**config.mk**
```make
export PLATFORM = sky130hd
export DESIGN_NAME = game_ctrl
export DESIGN_NICKNAME = d
export VERILOG_FILES = /design/src/rtl/arkanoid_pkg.sv /design/src/rtl/edge_detect.sv /design/src/rtl/game_ctrl.sv
export SDC_FILE = /design/constraint.sdc
export NUM_CORES = 1
export LEC_CHECK = 0
export BUFFER_PORTS_ARGS = -buffer_cell sky130_fd_sc_hd__clkbuf_2
export CAP_MARGIN = 40
export CORE_ASPECT_RATIO = 1.5
export CORE_MARGIN = 1.5
export CORE_UTILIZATION = 55
export CTS_CLUSTER_DIAMETER = 150
export DETAILED_ROUTE_END_ITERATION = 8
export PLACE_DENSITY = 0.87
export SLEW_MARGIN = 20
export SYNTH_ARGS = -nofsm -noshare
export SYNTH_HDL_FRONTEND = slang
export SYNTH_HIERARCHICAL = 1
export SYNTH_SLANG_ARGS = --single-unit
```
**constraint.sdc**
```tcl
create_clock -name clock -period 2.85 [get_ports clock]
set_input_delay 0.4275 -clock clock [delete_from_list [all_inputs] [get_ports clock]]
set_output_delay 0.4275 -clock clock [all_outputs]
set_load 0.05 [all_outputs]
```
**src/rtl/arkanoid_pkg.sv**
```systemverilog
// Shared types and widths for the Arkanoid game logic.
// GAME_CTRL_PAUSE_EN adds the PAUSE state encoding.
package arkanoid_pkg;

    localparam int unsigned LIVES_W = 2;
    localparam int unsigned LEVEL_W = 3;

    typedef enum logic [2:0] {
        ST_IDLE  = 3'd0,
        ST_SERVE = 3'd1,
        ST_PLAY  = 3'd2,
        ST_DEAD  = 3'd3,
        ST_CLEAR = 3'd4,
`ifdef GAME_CTRL_PAUSE_EN
        ST_OVER  = 3'd5,
        ST_PAUSE = 3'd6
`else
        ST_OVER  = 3'd5
`endif
    } game_state_t;

endpackage

```
**src/rtl/edge_detect.sv**
```systemverilog
// One-bit rising-edge detector with a registered one-cycle pulse output.
module edge_detect (
    input  logic clk,
    input  logic rst_n,
    input  logic din,
    output logic rise
);

    logic din_q;
    logic rise_q;
    logic rise_d;

    // Rise when the input is high and its registered copy is still low.
    always_comb begin
        rise_d = din & ~din_q;
    end

    // Registered copy of the input and the detected pulse.
    always_ff @(posedge clk or negedge rst_n) begin
        if (!rst_n) begin
            din_q  <= 1'b0;
            rise_q <= 1'b0;
        end else begin
            din_q  <= din;
            rise_q <= rise_d;
        end
    end

    assign rise = rise_q;

endmodule

```
**src/rtl/game_ctrl.sv**
```systemverilog
// Arkanoid game sequencer: title, serve, play, death, stage-clear, game-over.
// GAME_CTRL_PAUSE_EN adds a PAUSE state toggled by start presses during play.
module game_ctrl
    import arkanoid_pkg::*;
#(
    parameter int unsigned LIVES       = 3,
    parameter int unsigned HOLD_FRAMES = 120
) (
    input  logic               clock,
    input  logic               reset,
    input  logic               frame_tick,
    input  logic               btn_start,
    input  logic               ball_lost,
    input  logic               blocks_clear,
    output logic               init,
    output logic               dead,
    output logic               run,
    output logic               serve,
    output logic [LIVES_W-1:0] lives,
    output logic [LEVEL_W-1:0] level
);

    localparam int unsigned CNT_W = $clog2(HOLD_FRAMES + 1);

    game_state_t        state_q, state_d;
    logic [CNT_W-1:0]   frame_cnt_q, frame_cnt_d;
    logic [LIVES_W-1:0] lives_q, lives_d;
    logic [LEVEL_W-1:0] level_q, level_d;
    logic               init_q, init_d;
    logic               dead_q, dead_d;
    logic               run_q, run_d;
    logic               serve_q, serve_d;
    logic               press;
    logic               hold_done;

    edge_detect u_start_edge (
        .clk   (clock),
        .rst_n (reset),
        .din   (btn_start),
        .rise  (press)
    );

    assign hold_done = frame_tick && (frame_cnt_q == CNT_W'(HOLD_FRAMES - 1));

    // Next state, counters and output decode of the next state.
    always_comb begin
        state_d     = state_q;
        frame_cnt_d = frame_cnt_q;
        lives_d     = lives_q;
        level_d     = level_q;

        unique case (state_q)
            ST_IDLE: begin
                if (press) begin
                    lives_d = LIVES_W'(LIVES);
                    level_d = '0;
                    state_d = ST_SERVE;
                end
            end
            ST_SERVE: begin
                if (press) state_d = ST_PLAY;
            end
            ST_PLAY: begin
                if (blocks_clear) begin
                    state_d = ST_CLEAR;
                end else if (ball_lost) begin
                    if (lives_q > LIVES_W'(1)) begin
                        lives_d = lives_q - LIVES_W'(1);
                        state_d = ST_DEAD;
                    end else begin
                        lives_d = '0;
                        state_d = ST_OVER;
                    end
                end
`ifdef GAME_CTRL_PAUSE_EN
                else if (press) begin
                    state_d = ST_PAUSE;
                end
`endif
            end
            ST_DEAD: begin
                if (hold_done) state_d = ST_SERVE;
            end
            ST_CLEAR: begin
                if (hold_done) begin
                    level_d = level_q + LEVEL_W'(1);
                    state_d = ST_SERVE;
                end
            end
            ST_OVER: begin
                if (press) state_d = ST_IDLE;
            end
`ifdef GAME_CTRL_PAUSE_EN
            ST_PAUSE: begin
                if (press) state_d = ST_PLAY;
            end
`endif
            default: state_d = ST_IDLE;
        endcase

        // Hold counter restarts on every state change; counts ticks only in DEAD/CLEAR.
        if (state_d != state_q) begin
            frame_cnt_d = '0;
        end else if (frame_tick && (state_q == ST_DEAD || state_q == ST_CLEAR)) begin
            frame_cnt_d = frame_cnt_q + CNT_W'(1);
        end

        init_d  = (state_d == ST_IDLE) || (state_d == ST_CLEAR);
        dead_d  = (state_d == ST_DEAD) || (state_d == ST_OVER);
        run_d   = (state_d == ST_PLAY);
        serve_d = (state_d == ST_SERVE) && (state_q != ST_SERVE);
    end

    // State, counters and registered outputs.
    always_ff @(posedge clock or negedge reset) begin
        if (!reset) begin
            state_q     <= ST_IDLE;
            frame_cnt_q <= '0;
            lives_q     <= LIVES_W'(LIVES);
            level_q     <= '0;
            init_q      <= 1'b1;
            dead_q      <= 1'b0;
            run_q       <= 1'b0;
            serve_q     <= 1'b0;
        end else begin
            state_q     <= state_d;
            frame_cnt_q <= frame_cnt_d;
            lives_q     <= lives_d;
            level_q     <= level_d;
            init_q      <= init_d;
            dead_q      <= dead_d;
            run_q       <= run_d;
            serve_q     <= serve_d;
        end
    end

    assign init  = init_q;
    assign dead  = dead_q;
    assign run   = run_q;
    assign serve = serve_q;
    assign lives = lives_q;
    assign level = level_q;

endmodule

```
# Word level (Yosys, flattened, before mapping)
# Index checks and enable logic that the tools add are counted.
# Widths: inputs -> output; s select.
# totals
ff_bits,21
latch_bits,0
ramBits,0
romBits,0
inputBits,6
output_inout_bits,9
wordCells,65
n_memories,0
# classes
n_addsub,3
n_mul,0
n_div,0
n_lt_le_gt_ge,1
n_eq_ne,17
shift,0
muxes,18
n_bitwise,2
reduce_logical,14
# ops
op,count
$mux 3,9
$pmux 3 s5,1
$mux 7,2
$eq 3x2->1 const B,4
$eq 3x3->1 const B,4
$mux 2,4
$add 7x1->7 const B,1
$eq 7x7->1 const B,1
$eq 3x1->1 const B,2
$logic_not 3->1,2
$ne 2x2->1 const B,3
$pmux 3 s2,1
$reduce_bool 2->1,3
$pmux 2 s2,1
$reduce_and 4->1,1
$add 3x1->3 const B,1
$logic_and 1x1->1,3
$logic_or 1x1->1,3
$ne 3x1->1 const B,1
$ne 3x3->1,1
$reduce_and 3->1,1
$gt 2x1->1 const B,1
$ne 2x1->1 const B,1
$reduce_or 2->1,1
other kinds (3),3

# Logic depth before layout (Yosys ltp)
# depth
word_depth,7
mapped_depth,5
ltp_nobuf,5

# Hierarchy
# Netlist, hierarchy kept.
# modules_own_cells
mod,instances,cells_per_inst,area_per_inst_um2,seq_area_each_um2
game_ctrl,1,106,1056.0,479.2
edge_detect,1,3,63.8,50.0

# Worst setup path after synthesis
# Ideal clock, no wire load.
# synth_timing
kind,register to register
startpoint,register state_q[0]
endpoint,register frame_cnt_q[6]
setup_ns,0.088
arrival_ns,1.523
required_ns,2.762
setup_slack_ns,1.239
stages_incl_launch_ff,5
n_path_buf,0
period_less_slack_ns,1.611
cell_sequence,dfrtp_1 nor3b_4 o21ai_2 or4_1 a211oi_2
# synth_via
elab_chain_len,5
elab_cells_between_ends,19
classes_between,eq/ne (6); mux (8); reduce/logical (5)
# synth_lines
element,line_no,rtl
start: declaration,game_ctrl.sv:25,"game_state_t state_q, state_d;"
start signal: assignment,game_ctrl.sv:126,state_q <= state_d;
"$eq 3x2->1, or another cell as far along","game_ctrl.sv:52, game_ctrl.sv:104",
$reduce_or 2->1 (no line) / $mux 3 (equally long branches),n/a,
$pmux 3 s5,game_ctrl.sv:52,unique case (state_q)
$ne 3x3->1,game_ctrl.sv:102,if (state_d != state_q) begin
$mux 7 / $reduce_bool 2->1 (equally long branches),n/a,
end signal: assignment,game_ctrl.sv:127,frame_cnt_q <= frame_cnt_d;
end: declaration,game_ctrl.sv:26,"logic [CNT_W-1:0] frame_cnt_q, frame_cnt_d;"
# Several ways; a longest one is shown, not always the timed one.
# A chain may end at the register's enable or synchronous reset.

# Worst setup path after layout
# layout_timing
startpoint,register state_q[2]
endpoint,register frame_cnt_q[6]
# The elaborated chain is that of the path after synthesis.

==> key figures <==
Logic synthesis
  – Average size of a mapped cell: about 10 sq um
  – Top-count cell post-synth: dfrtp_1
  – Yosys top cell area share: 40.22%
  – Post-synth top area cell: dfrtp_1
  – Ys Warns: 6
  – Mapped cell area: 1120 sq um
  – Sequential fraction of the synthesis area: a little under half
  – Cell count after synthesis: 109
  – Syn nets: between 100 and 150
  – Top FF cell, synth: dfrtp_1
  – Async S/R FF share, synth: 100.0%
  – Largest cells by area after synthesis: dfrtp_1 40%, dfstp_2 7.0%, o211ai_1 4.0%
  – Top cells by count, synth: 18 x dfrtp_1, 7 x o21ai_0, 6 x nand3_1, 6 x o211ai_1
  – Distinct cells, synth: 39
  – EDFF count, synth: 0
  – Yosys reg bits: 21

Global route
  – Initial antenna violation count: 0
  – Largest net degree at the start of global routing: 22
  – GRT overflow: 0
  – Vias in the first global route: 900
  – Global-route wire length before repair: 3726 um
  – Total GRT Usage: between 20% and 30%

Power and ir drop
  – Pwr Density: 879.8 nW/um^2
  – Leakage power total: 0.0005509 uW
  – Clk pwr share: between 10% and 20%
  – Register share of total power: 46.0%
  – Sw power: 498.8 uW
  – Switching Share: 46.15%
  – Overall Power: 1081 uW
  – Peak supply drop: 0.5671 mV
  – Internal: 582.1 uW
  – Combinational Power Share: 41.4%

Worst setup path
  – Worst path cell trace: nor3b_4 -> o21ai_2 -> or4_1 -> a211oi_2
  – Crit path launch type: flop
  – R2r endpoint: frame_cnt_q[6]
  – Worst path slowest cell: dfrtp_1
  – CP Launch Point: state_q[2]
  – Crit Path Max Fanout: 13
  – CP required: 3.07 ns
  – Crit. End Element: flop
  – Worst R2R Start: state_q[2]
  – Worst R2R Setup Slack: just over 0.9 ns
  – Setup CP Type: reg -> reg
  – Worst R2R Path Depth: 4
  – Worst path arrival time: ~2.2 ns
  – CP peak stage delay: 0.56 ns

Final layout
  – Layout area overhead: 9.721%
  – # fillers: 165
  – Share of cells above drive strength 1: 22.58%
  – Diode count: 0
  – Fin area: 1229 sq um
  – Number of nets in the layout: 133

Drt
  – DRC: 0
  – Avg Vias per Cell: 6.345
  – Post-route ant nets: 0
  – DR WL/cell: 15.44 um
  – Met2 routed WL: about 1200 um
  – Met3 wire len: 70 um
  – Initial drt markers: 29
  – Post-Route WL: 2239 um
  – DRT Pass-1 Iters: 4
  – Met1 WL: 924 um
  – Via count: 920
  – Highest Signal Layer: met4

Clock network
  – CTS Sinks: 21
  – Post-CTS setup buffer count: 0
  – Clock Path Buffers: 2
  – Number of H-tree levels: 1
  – Worst skew pair latency: 0.30 ns
  – Hold_buf cts: 0
  – CTS root buffer: clkbuf_4
  – TritonCTS buffer count: 3
  – CTS tree: yes
  – Clock transition at the registers of the reported paths: 0.11 ns
  – Number of gates resized after CTS: 0

Timing
  – Max-slew violations: 0
  – Fin Setup TNS: 0 ns
  – Slew @ Worst Pin: a little over 0.5 ns
  – Max Clock Freq: 517.3 MHz
  – # setup viols final: 0
  – RSZ-0062 raised after global routing: false
  – Final hold vios: 0
  – Worst Skew: 0.002637 ns
  – Rel. slew slack: 65.88%
  – Tcrit/Tclk final: 67.83%
  – Final Worst Setup Slack: 0.9168 ns
  – Final min period: 1.933 ns

Status
  – Status: finished, final reports clean

Floorplanning
  – Die height: slightly below 60 um
  – Die area: approximately 2300 sq um
  – Die X-Extent: between 30 and 40 um
  – Num ports: 15
  – FP Rows: 19
  – Core ar.: between 1500 and 2000 sq um
  – Initial Util: 59.63%

Place
  – Placed instance area: 1201 sq um
  – Detail Placement HPWL: 1676 um
  – RePlAce Congestion: 0.8362
  – Setup WS pre-CTS: 0.9659 ns
  – IO buf count: 14

Job
  – Max_cap viols: 0

Min path
  – Hold crit path type: in -> async
==> area by class of cell <==
class / count / area (sq um) / share of cell area [%]
flip-flops and latches: 21 / 529.3 / 43.08
multi-input cells: 81 / 560.5 / 45.62
repair buffers: 14 / 70.07 / 5.703
inverters: 4 / 15.01 / 1.222
clock inverters: 1 / 5.005 / 0.4073
well taps: 21 / 26.28 / 2.138
clock buffers: 3 / 22.52 / 1.833
==> routing by layer <==
metal	vias up	track usage (%)
li1	443	-
met1	448	25.91
met2	24	41.22
met3	5	3.831
met4	0	9.360
met5	-	0
==> logic make-up after synthesis <==
kind of cell / share of synthesized area, %
buf+inv: 2.681
mux: 0.8939
simple gates: 24.14
compound gates: 18.88
flops: 47.26
xor+xnor: 3.910
fa+ha+maj: 2.234
==> state kept, by name, indices dropped and copies added (netlist names) <==
register,flops
u_start_edge/rise,1
serve,1
level,3
state_q,3
u_start_edge/din_q,1
dead,1
run,1
frame_cnt_q,7
init,1
lives,2
==> worst max-delay path: cells and delay by family, from the launching register on <==
| kind | cells | cell delay, ns |
|---|---|---|
| simple gates | 2 | 0.91 |
| flops | 1 | 0.56 |
| compound gates | 2 | 0.39 |
==> power by group through the flow <==
stage,Combinational [uW],Sequential [uW],Clock [uW]
finish,448,497,136
CTS,447,492,140
global placement,432,492,0
floorplan,309,531,0
detailed placement,445,498,0
global route,485,508,153
==> stage by stage <==
step                hold slack, ns  instances  util (%)
finish                     0.06875        145     65.42
global route                0.1021        145     65.42
CTS                        0.08370        145     65.42
detailed placement          0.4189        141     63.96
global placement            0.4125        141     63.96
floorplan                   0.1319        109         -
==> how the worst max path moves through the flow <==
stage,cells after the start,slack (ns),end
global placement,4,0.97,frame_cnt_q[6]
detailed placement,4,0.97,frame_cnt_q[6]
floorplan,4,1.24,frame_cnt_q[6]
CTS,4,0.93,frame_cnt_q[6]
global route,4,0.82,frame_cnt_q[6]
finish,4,0.92,frame_cnt_q[6]
==> layout by cell type (no fill, tap or decap), drive strengths merged, types with 3 or more instances in the layout <==
master | Yosys | layout
clkbuf | 0 | 17
o21ai | 8 | 8
a21oi | 4 | 4
inv | 4 | 4
xor2 | 5 | 5
nand4 | 3 | 3
nor2b | 4 | 4
dfstp | 3 | 3
nand3 | 6 | 6
and3 | 4 | 4
nor3 | 5 | 5
o211ai | 6 | 6
a211oi | 3 | 3
dfrtp | 18 | 18
nand2 | 5 | 5
nor2 | 4 | 4
(Power assumes the default switching activity.)
